## src/rtl/mem_io_bridge_if.sv

```systemverilog
// CPU-side byte bus between the core and the memory/IO bridge.
// Signal suffixes are from the bridge's point of view.
interface mem_io_bridge_if;
  logic [31:0] cpu_a_i;
  logic [7:0]  cpu_dout_i;
  logic        cpu_wr_i;
  logic [7:0]  cpu_din_o;

  modport master (output cpu_a_i, output cpu_dout_i, output cpu_wr_i, input cpu_din_o);
  modport slave  (input cpu_a_i, input cpu_dout_i, input cpu_wr_i, output cpu_din_o);
endinterface

```

## src/rtl/mem_io_bridge.sv

```systemverilog
// Routes CPU byte accesses to RAM or memory-mapped IO with one-cycle read return;
// owns the UART TX FIFO, the free-running cycle counter and the sticky program-stop flag.
module mem_io_bridge #(
  parameter int TX_DEPTH_LOG = 4,
  parameter int FULL_MARGIN  = 2,
  parameter int RAM_ADR_W    = 17
) (
  input  logic                 clk_in,
  input  logic                 rst_in,
  mem_io_bridge_if.slave       cpu,
  output logic                 io_buffer_full_o,
  output logic [RAM_ADR_W-1:0] ram_a_o,
  output logic [7:0]           ram_dat_o,
  output logic                 ram_wr_o,
  input  logic [7:0]           ram_dat_i,
  input  logic                 rx_valid_i,
  input  logic [7:0]           rx_data_i,
  output logic                 rx_pop_o,
  output logic                 tx_valid_o,
  output logic [7:0]           tx_data_o,
  input  logic                 tx_ready_i,
  output logic                 program_stop_o
);
  localparam int DEPTH = 1 << TX_DEPTH_LOG;
  localparam logic [TX_DEPTH_LOG:0]   DEPTH_C = DEPTH[TX_DEPTH_LOG:0];
  localparam logic [TX_DEPTH_LOG:0]   FULL_TH = DEPTH_C - FULL_MARGIN[TX_DEPTH_LOG:0];
  localparam logic [TX_DEPTH_LOG:0]   CNT_ONE = 1;
  localparam logic [TX_DEPTH_LOG-1:0] PTR_ONE = 1;

  logic                    sel_q;
  logic [7:0]              io_rd_q, io_rd_d;
  logic [31:0]             snap_q, snap_d;
  logic [31:0]             cnt_q;
  logic                    stop_q;
  logic [TX_DEPTH_LOG-1:0] head_q, tail_q;
  logic [TX_DEPTH_LOG:0]   count_q, count_d;
  logic                    full_q;
  logic [7:0]              mem_q [DEPTH];

  logic        is_io, rd_io, wr_io, push_req, push, pop, set_stop;
  logic [15:0] io_off;
  logic [7:0]  push_dat;
  logic        unused_a;

  assign is_io    = (cpu.cpu_a_i[17:16] == 2'b11);
  assign io_off   = cpu.cpu_a_i[15:0];
  assign rd_io    = is_io && !cpu.cpu_wr_i;
  assign wr_io    = is_io && cpu.cpu_wr_i;
  assign unused_a = ^cpu.cpu_a_i[31:18];

  assign ram_a_o   = cpu.cpu_a_i[RAM_ADR_W-1:0];
  assign ram_dat_o = cpu.cpu_dout_i;
  assign ram_wr_o  = cpu.cpu_wr_i && !is_io;

  assign cpu.cpu_din_o = sel_q ? io_rd_q : ram_dat_i;
  assign rx_pop_o      = !rst_in && rd_io && (io_off == 16'h0000) && rx_valid_i;

  // 0x30004 writes queue a 0x00 terminator; once stopped nothing more is queued.
  assign set_stop = !rst_in && wr_io && (io_off == 16'h0004);
  assign push_req = !rst_in && !stop_q && wr_io &&
                    (((io_off == 16'h0000) && (cpu.cpu_dout_i != 8'h00)) || (io_off == 16'h0004));
  assign push_dat = (io_off == 16'h0004) ? 8'h00 : cpu.cpu_dout_i;
  assign pop      = !rst_in && (count_q != '0) && tx_ready_i;
  assign push     = push_req && ((count_q != DEPTH_C) || pop);

  assign tx_valid_o       = (count_q != '0);
  assign tx_data_o        = tx_valid_o ? mem_q[head_q] : 8'h00;
  assign io_buffer_full_o = full_q;
  assign program_stop_o   = stop_q;

  always_comb begin
    count_d = count_q;
    if (push && !pop)      count_d = count_q + CNT_ONE;
    else if (!push && pop) count_d = count_q - CNT_ONE;
  end

  // Reading byte 0 of the counter freezes it so bytes 1..3 read back coherently.
  always_comb begin
    io_rd_d = io_rd_q;
    snap_d  = snap_q;
    if (rd_io) begin
      case (io_off)
        16'h0000: io_rd_d = rx_valid_i ? rx_data_i : 8'h00;
        16'h0004: begin
          io_rd_d = cnt_q[7:0];
          snap_d  = cnt_q;
        end
        16'h0005: io_rd_d = snap_q[15:8];
        16'h0006: io_rd_d = snap_q[23:16];
        16'h0007: io_rd_d = snap_q[31:24];
        default:  io_rd_d = 8'h00;
      endcase
    end
  end

  always_ff @(posedge clk_in) begin
    if (rst_in) begin
      sel_q   <= 1'b0;
      io_rd_q <= 8'h00;
      snap_q  <= 32'h0;
      cnt_q   <= 32'h0;
      stop_q  <= 1'b0;
      head_q  <= '0;
      tail_q  <= '0;
      count_q <= '0;
      full_q  <= 1'b0;
    end else begin
      sel_q   <= is_io;
      io_rd_q <= io_rd_d;
      snap_q  <= snap_d;
      cnt_q   <= cnt_q + 32'd1;
      if (set_stop) stop_q <= 1'b1;
      if (push)     tail_q <= tail_q + PTR_ONE;
      if (pop)      head_q <= head_q + PTR_ONE;
      count_q <= count_d;
      full_q  <= (count_d >= FULL_TH);
    end
  end

  always_ff @(posedge clk_in) begin
    if (push) mem_q[tail_q] <= push_dat;
  end
endmodule

```

## src/flat_wrapper.sv

```systemverilog
// flat-port wrapper written by rule: the top's interface ports become plain ports
module mem_io_bridge_flat 
#(
  parameter int TX_DEPTH_LOG = 4,
  parameter int FULL_MARGIN  = 2,
  parameter int RAM_ADR_W    = 17
)
  (clk_in, rst_in, io_buffer_full_o, ram_a_o, ram_dat_o, ram_wr_o, ram_dat_i, rx_valid_i, rx_data_i, rx_pop_o, tx_valid_o, tx_data_o, tx_ready_i, program_stop_o, cpu_cpu_a_i, cpu_cpu_dout_i, cpu_cpu_wr_i, cpu_cpu_din_o);
  mem_io_bridge_if cpu_i ();
  input  logic clk_in;
  input  logic rst_in;
  output logic io_buffer_full_o;
  output logic [RAM_ADR_W-1:0] ram_a_o;
  output logic [7:0] ram_dat_o;
  output logic ram_wr_o;
  input  logic [7:0] ram_dat_i;
  input  logic rx_valid_i;
  input  logic [7:0] rx_data_i;
  output logic rx_pop_o;
  output logic tx_valid_o;
  output logic [7:0] tx_data_o;
  input  logic tx_ready_i;
  output logic program_stop_o;
  input wire logic [$bits(cpu_i.cpu_a_i)-1:0] cpu_cpu_a_i;
  input wire logic [$bits(cpu_i.cpu_dout_i)-1:0] cpu_cpu_dout_i;
  input wire logic [$bits(cpu_i.cpu_wr_i)-1:0] cpu_cpu_wr_i;
  output wire logic [$bits(cpu_i.cpu_din_o)-1:0] cpu_cpu_din_o;
  assign cpu_i.cpu_a_i = cpu_cpu_a_i;
  assign cpu_i.cpu_dout_i = cpu_cpu_dout_i;
  assign cpu_i.cpu_wr_i = cpu_cpu_wr_i;
  assign cpu_cpu_din_o = cpu_i.cpu_din_o;
  mem_io_bridge #(.TX_DEPTH_LOG(TX_DEPTH_LOG), .FULL_MARGIN(FULL_MARGIN), .RAM_ADR_W(RAM_ADR_W)) u_core (.clk_in(clk_in), .rst_in(rst_in), .cpu(cpu_i), .io_buffer_full_o(io_buffer_full_o), .ram_a_o(ram_a_o), .ram_dat_o(ram_dat_o), .ram_wr_o(ram_wr_o), .ram_dat_i(ram_dat_i), .rx_valid_i(rx_valid_i), .rx_data_i(rx_data_i), .rx_pop_o(rx_pop_o), .tx_valid_o(tx_valid_o), .tx_data_o(tx_data_o), .tx_ready_i(tx_ready_i), .program_stop_o(program_stop_o));
endmodule
```

## config.mk

```make
export PLATFORM = sky130hd
export DESIGN_NAME = mem_io_bridge_flat
export DESIGN_NICKNAME = d
export VERILOG_FILES = /design/src/rtl/mem_io_bridge_if.sv /design/src/rtl/mem_io_bridge.sv /design/src/flat_wrapper.sv
export SDC_FILE = /design/constraint.sdc
export NUM_CORES = 1
export LEC_CHECK = 0
export CORE_UTILIZATION = 40
export CTS_CLUSTER_DIAMETER = 100
export DETAILED_ROUTE_END_ITERATION = 6
export HOLD_SLACK_MARGIN = 0.1
export PLACE_DENSITY_LB_ADDON = 0.25
export REMOVE_ABC_BUFFERS = 1
export SYNTH_ARGS = -nofsm -noshare
export SYNTH_HDL_FRONTEND = slang
export SYNTH_SLANG_ARGS = --single-unit
```

## constraint.sdc

```tcl
create_clock -name clk_in -period 9.21 [get_ports clk_in]
set_input_delay 1.842 -clock clk_in [delete_from_list [all_inputs] [get_ports clk_in]]
set_output_delay 1.842 -clock clk_in [all_outputs]
set_load 0.01 [all_outputs]
```

==> impl_metrics.toml <==
[worst_setup_path]
cp-end-kind = "output port"
crit_type = "in2out"
timing.critical_path.from_type = "primary input"
rr_startpoint = "u_core.count_q[1]"
critPathMaxFanout = 12
cp-startpoint = "cpu_cpu_a_i[1]"
cp.required_ns = 7.37
critical_path_arrival_ns = 4.43

[power_and_ir_drop]
worst_ir_drop_vdd_mv = 0.140
power_leakage_nw = 3.44
powerDensity_nw_per_um2 = 216

[drt]
dr_total_vias = 5602
drtPass1Iterations = 7
post-route-drc-count = 6
detail-route-antenna-nets = 0
post_drt_wl_per_cell_um = 18.3
drtIter0Drc = 340
vias_cell = 5.28
drt-total-wl_mm = 19.4

[worst_hold_path]
timing.hold.worst.start = "u_core.snap_q[8]"
worst_hold_path_type = "reg2reg"

[synth]
synth.cell_area_um2 = 9040
post_synthesis_compound_gate_area_fraction_pct = 4.35
xor_xnor_portion_of_the_synthesized_cell_area_pct = 3.49
synth_edf_count = 128
post_synth_fa_ha_maj_area_fraction_pct = 1.11
synth-simple-area-share_pct = 13.5
dominantRegCellSynth = "sky130_fd_sc_hd__edfxtp_1"
synthDistinctLibCells = 50
synth.area.mux_share_pct = 12.4
yosysWarningCount = 0
synth-seq-cells = 212
asyncSetResetFlopFracSynth_pct = 0
ys_seq_area_share_pct = 61.1
synth_cells = 697
postSynthAreaPerCell_um2 = 13.0
combinational_family_with_the_most_area_after_synthesis = "simple AND/OR/NAND/NOR gates"

[final_layout]
finalCoreUtilization_pct = 49.1
num_antenna_cells = 0
area_delta_synth_final_pct = 19.2
num-fill-cells = 1898
fraction_of_layout_cells_with_a_size_suffix_above_1_pct = 13.7
most_frequent_cells_in_the_layout = "sky130_fd_sc_hd__edfxtp_1, sky130_fd_sc_hd__clkdlybuf4s50_1, sky130_fd_sc_hd__nor2_1, sky130_fd_sc_hd__dfxtp_1, sky130_fd_sc_hd__nand2_1"
most_common_cell_after_layout_fill_and_taps_aside = "sky130_fd_sc_hd__edfxtp_1"
stdcell_count = 1061
layout_net_count = 835

[sta]
unrepaired_setup_endpoints_after_global_routing = "false"
min_period_ns = 6.27
fmax_mhz = 159
maxSlewHeadroom_pct = 24.6
timing_max_transition_violations_final = 0
worstMarginPinSlew_ns = 1.13
timing_hold_violations_final = 0
finalSetupViolations = 0
final.setup_skew_ns = 0.0214
fin_tns_setup_ns = 0
final.period_utilization_pct = 68.1

[floorplan]
area_of_the_core_um2 = 22000
design.die.area_um2 = 23200
die_height_um = 152
initial_utilization_pct = 41.2
die_width_um = 152
boundaryPins = 107
floorplan.rows = 54

[clock_tree]
later_pin_clock_latency_in_the_skew_report_ns = 0.51
clock_tree.root_cell = "sky130_fd_sc_hd__clkbuf_16"
cts.clk_slew.worst_paths_ns = 0.05
clock-sinks = 212
post-cts-setup-buffer-count = 0
clock_tree_from_tritoncts = "done"
cts_resized = 0
cts_inserted_buffers = 23
clockBufferDepth = 3
cts_hold_repair.buffers = 0
h-tree-depth = 1

[global_routing]
via_count_of_the_first_global_routing_pass = 5762
largest_net_degree_at_the_start_of_global_routing = 83
grt_antenna_before_repair = 0
grtUsageTotal_pct = 17.0
first_pass_grt_wire_length_mm = 31.5
grt-ovfl-total = 0

[place]
post_placement_cell_count = 1021
port_buffers = 92
gp_congestion = 0.852
place_hpwl_mm = 13.5

[flow_run]
maxCapViolations = 0

[run_status]
status = "finished with violations"
violations = "design-rule violations"
[layout make-up]
class / count / area, µm² / area share (%)
inverters: 11 / 41.3 / 0.383
well taps: 280 / 350 / 3.25
clock buffers: 28 / 616 / 5.71
repair buffers: 100 / 976 / 9.05
clock inverters: 12 / 115 / 1.07
flip-flops and latches: 212 / 5530 / 51.3
multi-input cells: 418 / 3150 / 29.3
[stage by stage]
stage                     hold WS, ns  total power, mW  setup slack, ns  cell area [µm²]
final                           0.449             2.32             2.94            10800
after global routing            0.479             2.42             2.75            10800
after CTS                       0.453             2.35             2.95            10800
after detailed placement        0.446             1.47             2.96            10000
after global placement          0.441             1.45             2.95            10000
after floorplan                 0.425             1.30             4.37             8710
[cells in the mapped netlist, types with 5 or more instances]
library cell | instances | area share (%)
sky130_fd_sc_hd__mux2_2 | 8 | 1.0
sky130_fd_sc_hd__buf_2 | 5 | 0.28
sky130_fd_sc_hd__mux4_2 | 40 | 10
sky130_fd_sc_hd__a211oi_1 | 9 | 0.75
sky130_fd_sc_hd__buf_4 | 25 | 2.1
sky130_fd_sc_hd__nor3_1 | 10 | 0.55
sky130_fd_sc_hd__a221oi_1 | 8 | 0.78
sky130_fd_sc_hd__and2_1 | 9 | 0.62
sky130_fd_sc_hd__nand2_1 | 75 | 3.1
sky130_fd_sc_hd__xnor2_1 | 10 | 0.97
sky130_fd_sc_hd__inv_1 | 11 | 0.46
sky130_fd_sc_hd__nand3_1 | 11 | 0.61
sky130_fd_sc_hd__xor2_1 | 26 | 2.5
sky130_fd_sc_hd__edfxtp_1 | 128 | 43
sky130_fd_sc_hd__clkbuf_1 | 22 | 0.91
sky130_fd_sc_hd__dfxtp_1 | 84 | 19
sky130_fd_sc_hd__a21oi_1 | 36 | 2.0
sky130_fd_sc_hd__nand4_1 | 14 | 0.97
sky130_fd_sc_hd__nor2b_1 | 9 | 0.62
sky130_fd_sc_hd__nor2_1 | 82 | 3.4
sky130_fd_sc_hd__ha_1 | 8 | 1.1
sky130_fd_sc_hd__or3_1 | 5 | 0.35
sky130_fd_sc_hd__mux2i_1 | 13 | 1.4
[layer usage]
metal,track usage (%),wire (µm),up-vias
li1,-,-,2662
met1,22.9,8540,2790
met2,28.7,9610,122
met3,2.84,913,28
met4,4.52,347,0
met5,0,0,-
[kinds of logic after synthesis]
kind of cell | after synthesis
flip-flops | 212
adder cells (fa/ha/maj) | 8
buffers and inverters | 67
XOR/XNOR | 36
AO/OA/AOI/OAI | 63
multiplexers | 61
AND/OR/NAND/NOR | 250
[state kept, by name, summed over array words and instances (netlist names), named ones only]
signal                   flops
u_core.tail_q                4
u_core.snap_q               24
u_core.cnt_q                32
u_core.program_stop_o        1
u_core.io_rd_q               8
u_core.mem_q               128
u_core.io_buffer_full_o      1
u_core.count_q               5
u_core.head_q                4
u_core.sel_q                 1
[final timing paths]
check	endpoint	slack, ns	cells after the start
hold reg to reg	u_core.snap_q[8]	0.45	2
setup reg to reg	u_core.mem_q[7][3]	6.43	7
hold / removal	u_core.snap_q[8]	0.45	2
setup / recovery	rx_pop_o	2.94	5
[worst max-delay path: stages]
cell                              delay [ns]
sky130_fd_sc_hd__clkdlybuf4s50_1        0.76
sky130_fd_sc_hd__nor4_1                 0.44
sky130_fd_sc_hd__nand4_1                0.39
sky130_fd_sc_hd__nor4_1                 0.39
sky130_fd_sc_hd__clkdlybuf4s50_1        0.60
[power breakdown]
part           internal (mW)  switching (mW)  total (mW)
Clock                  0.530           0.353       0.883
Sequential              1.02          0.0211        1.04
Combinational          0.217           0.184       0.401
Total                   1.77           0.558        2.32
No activity file was read; power rests on OpenSTA's default activity.
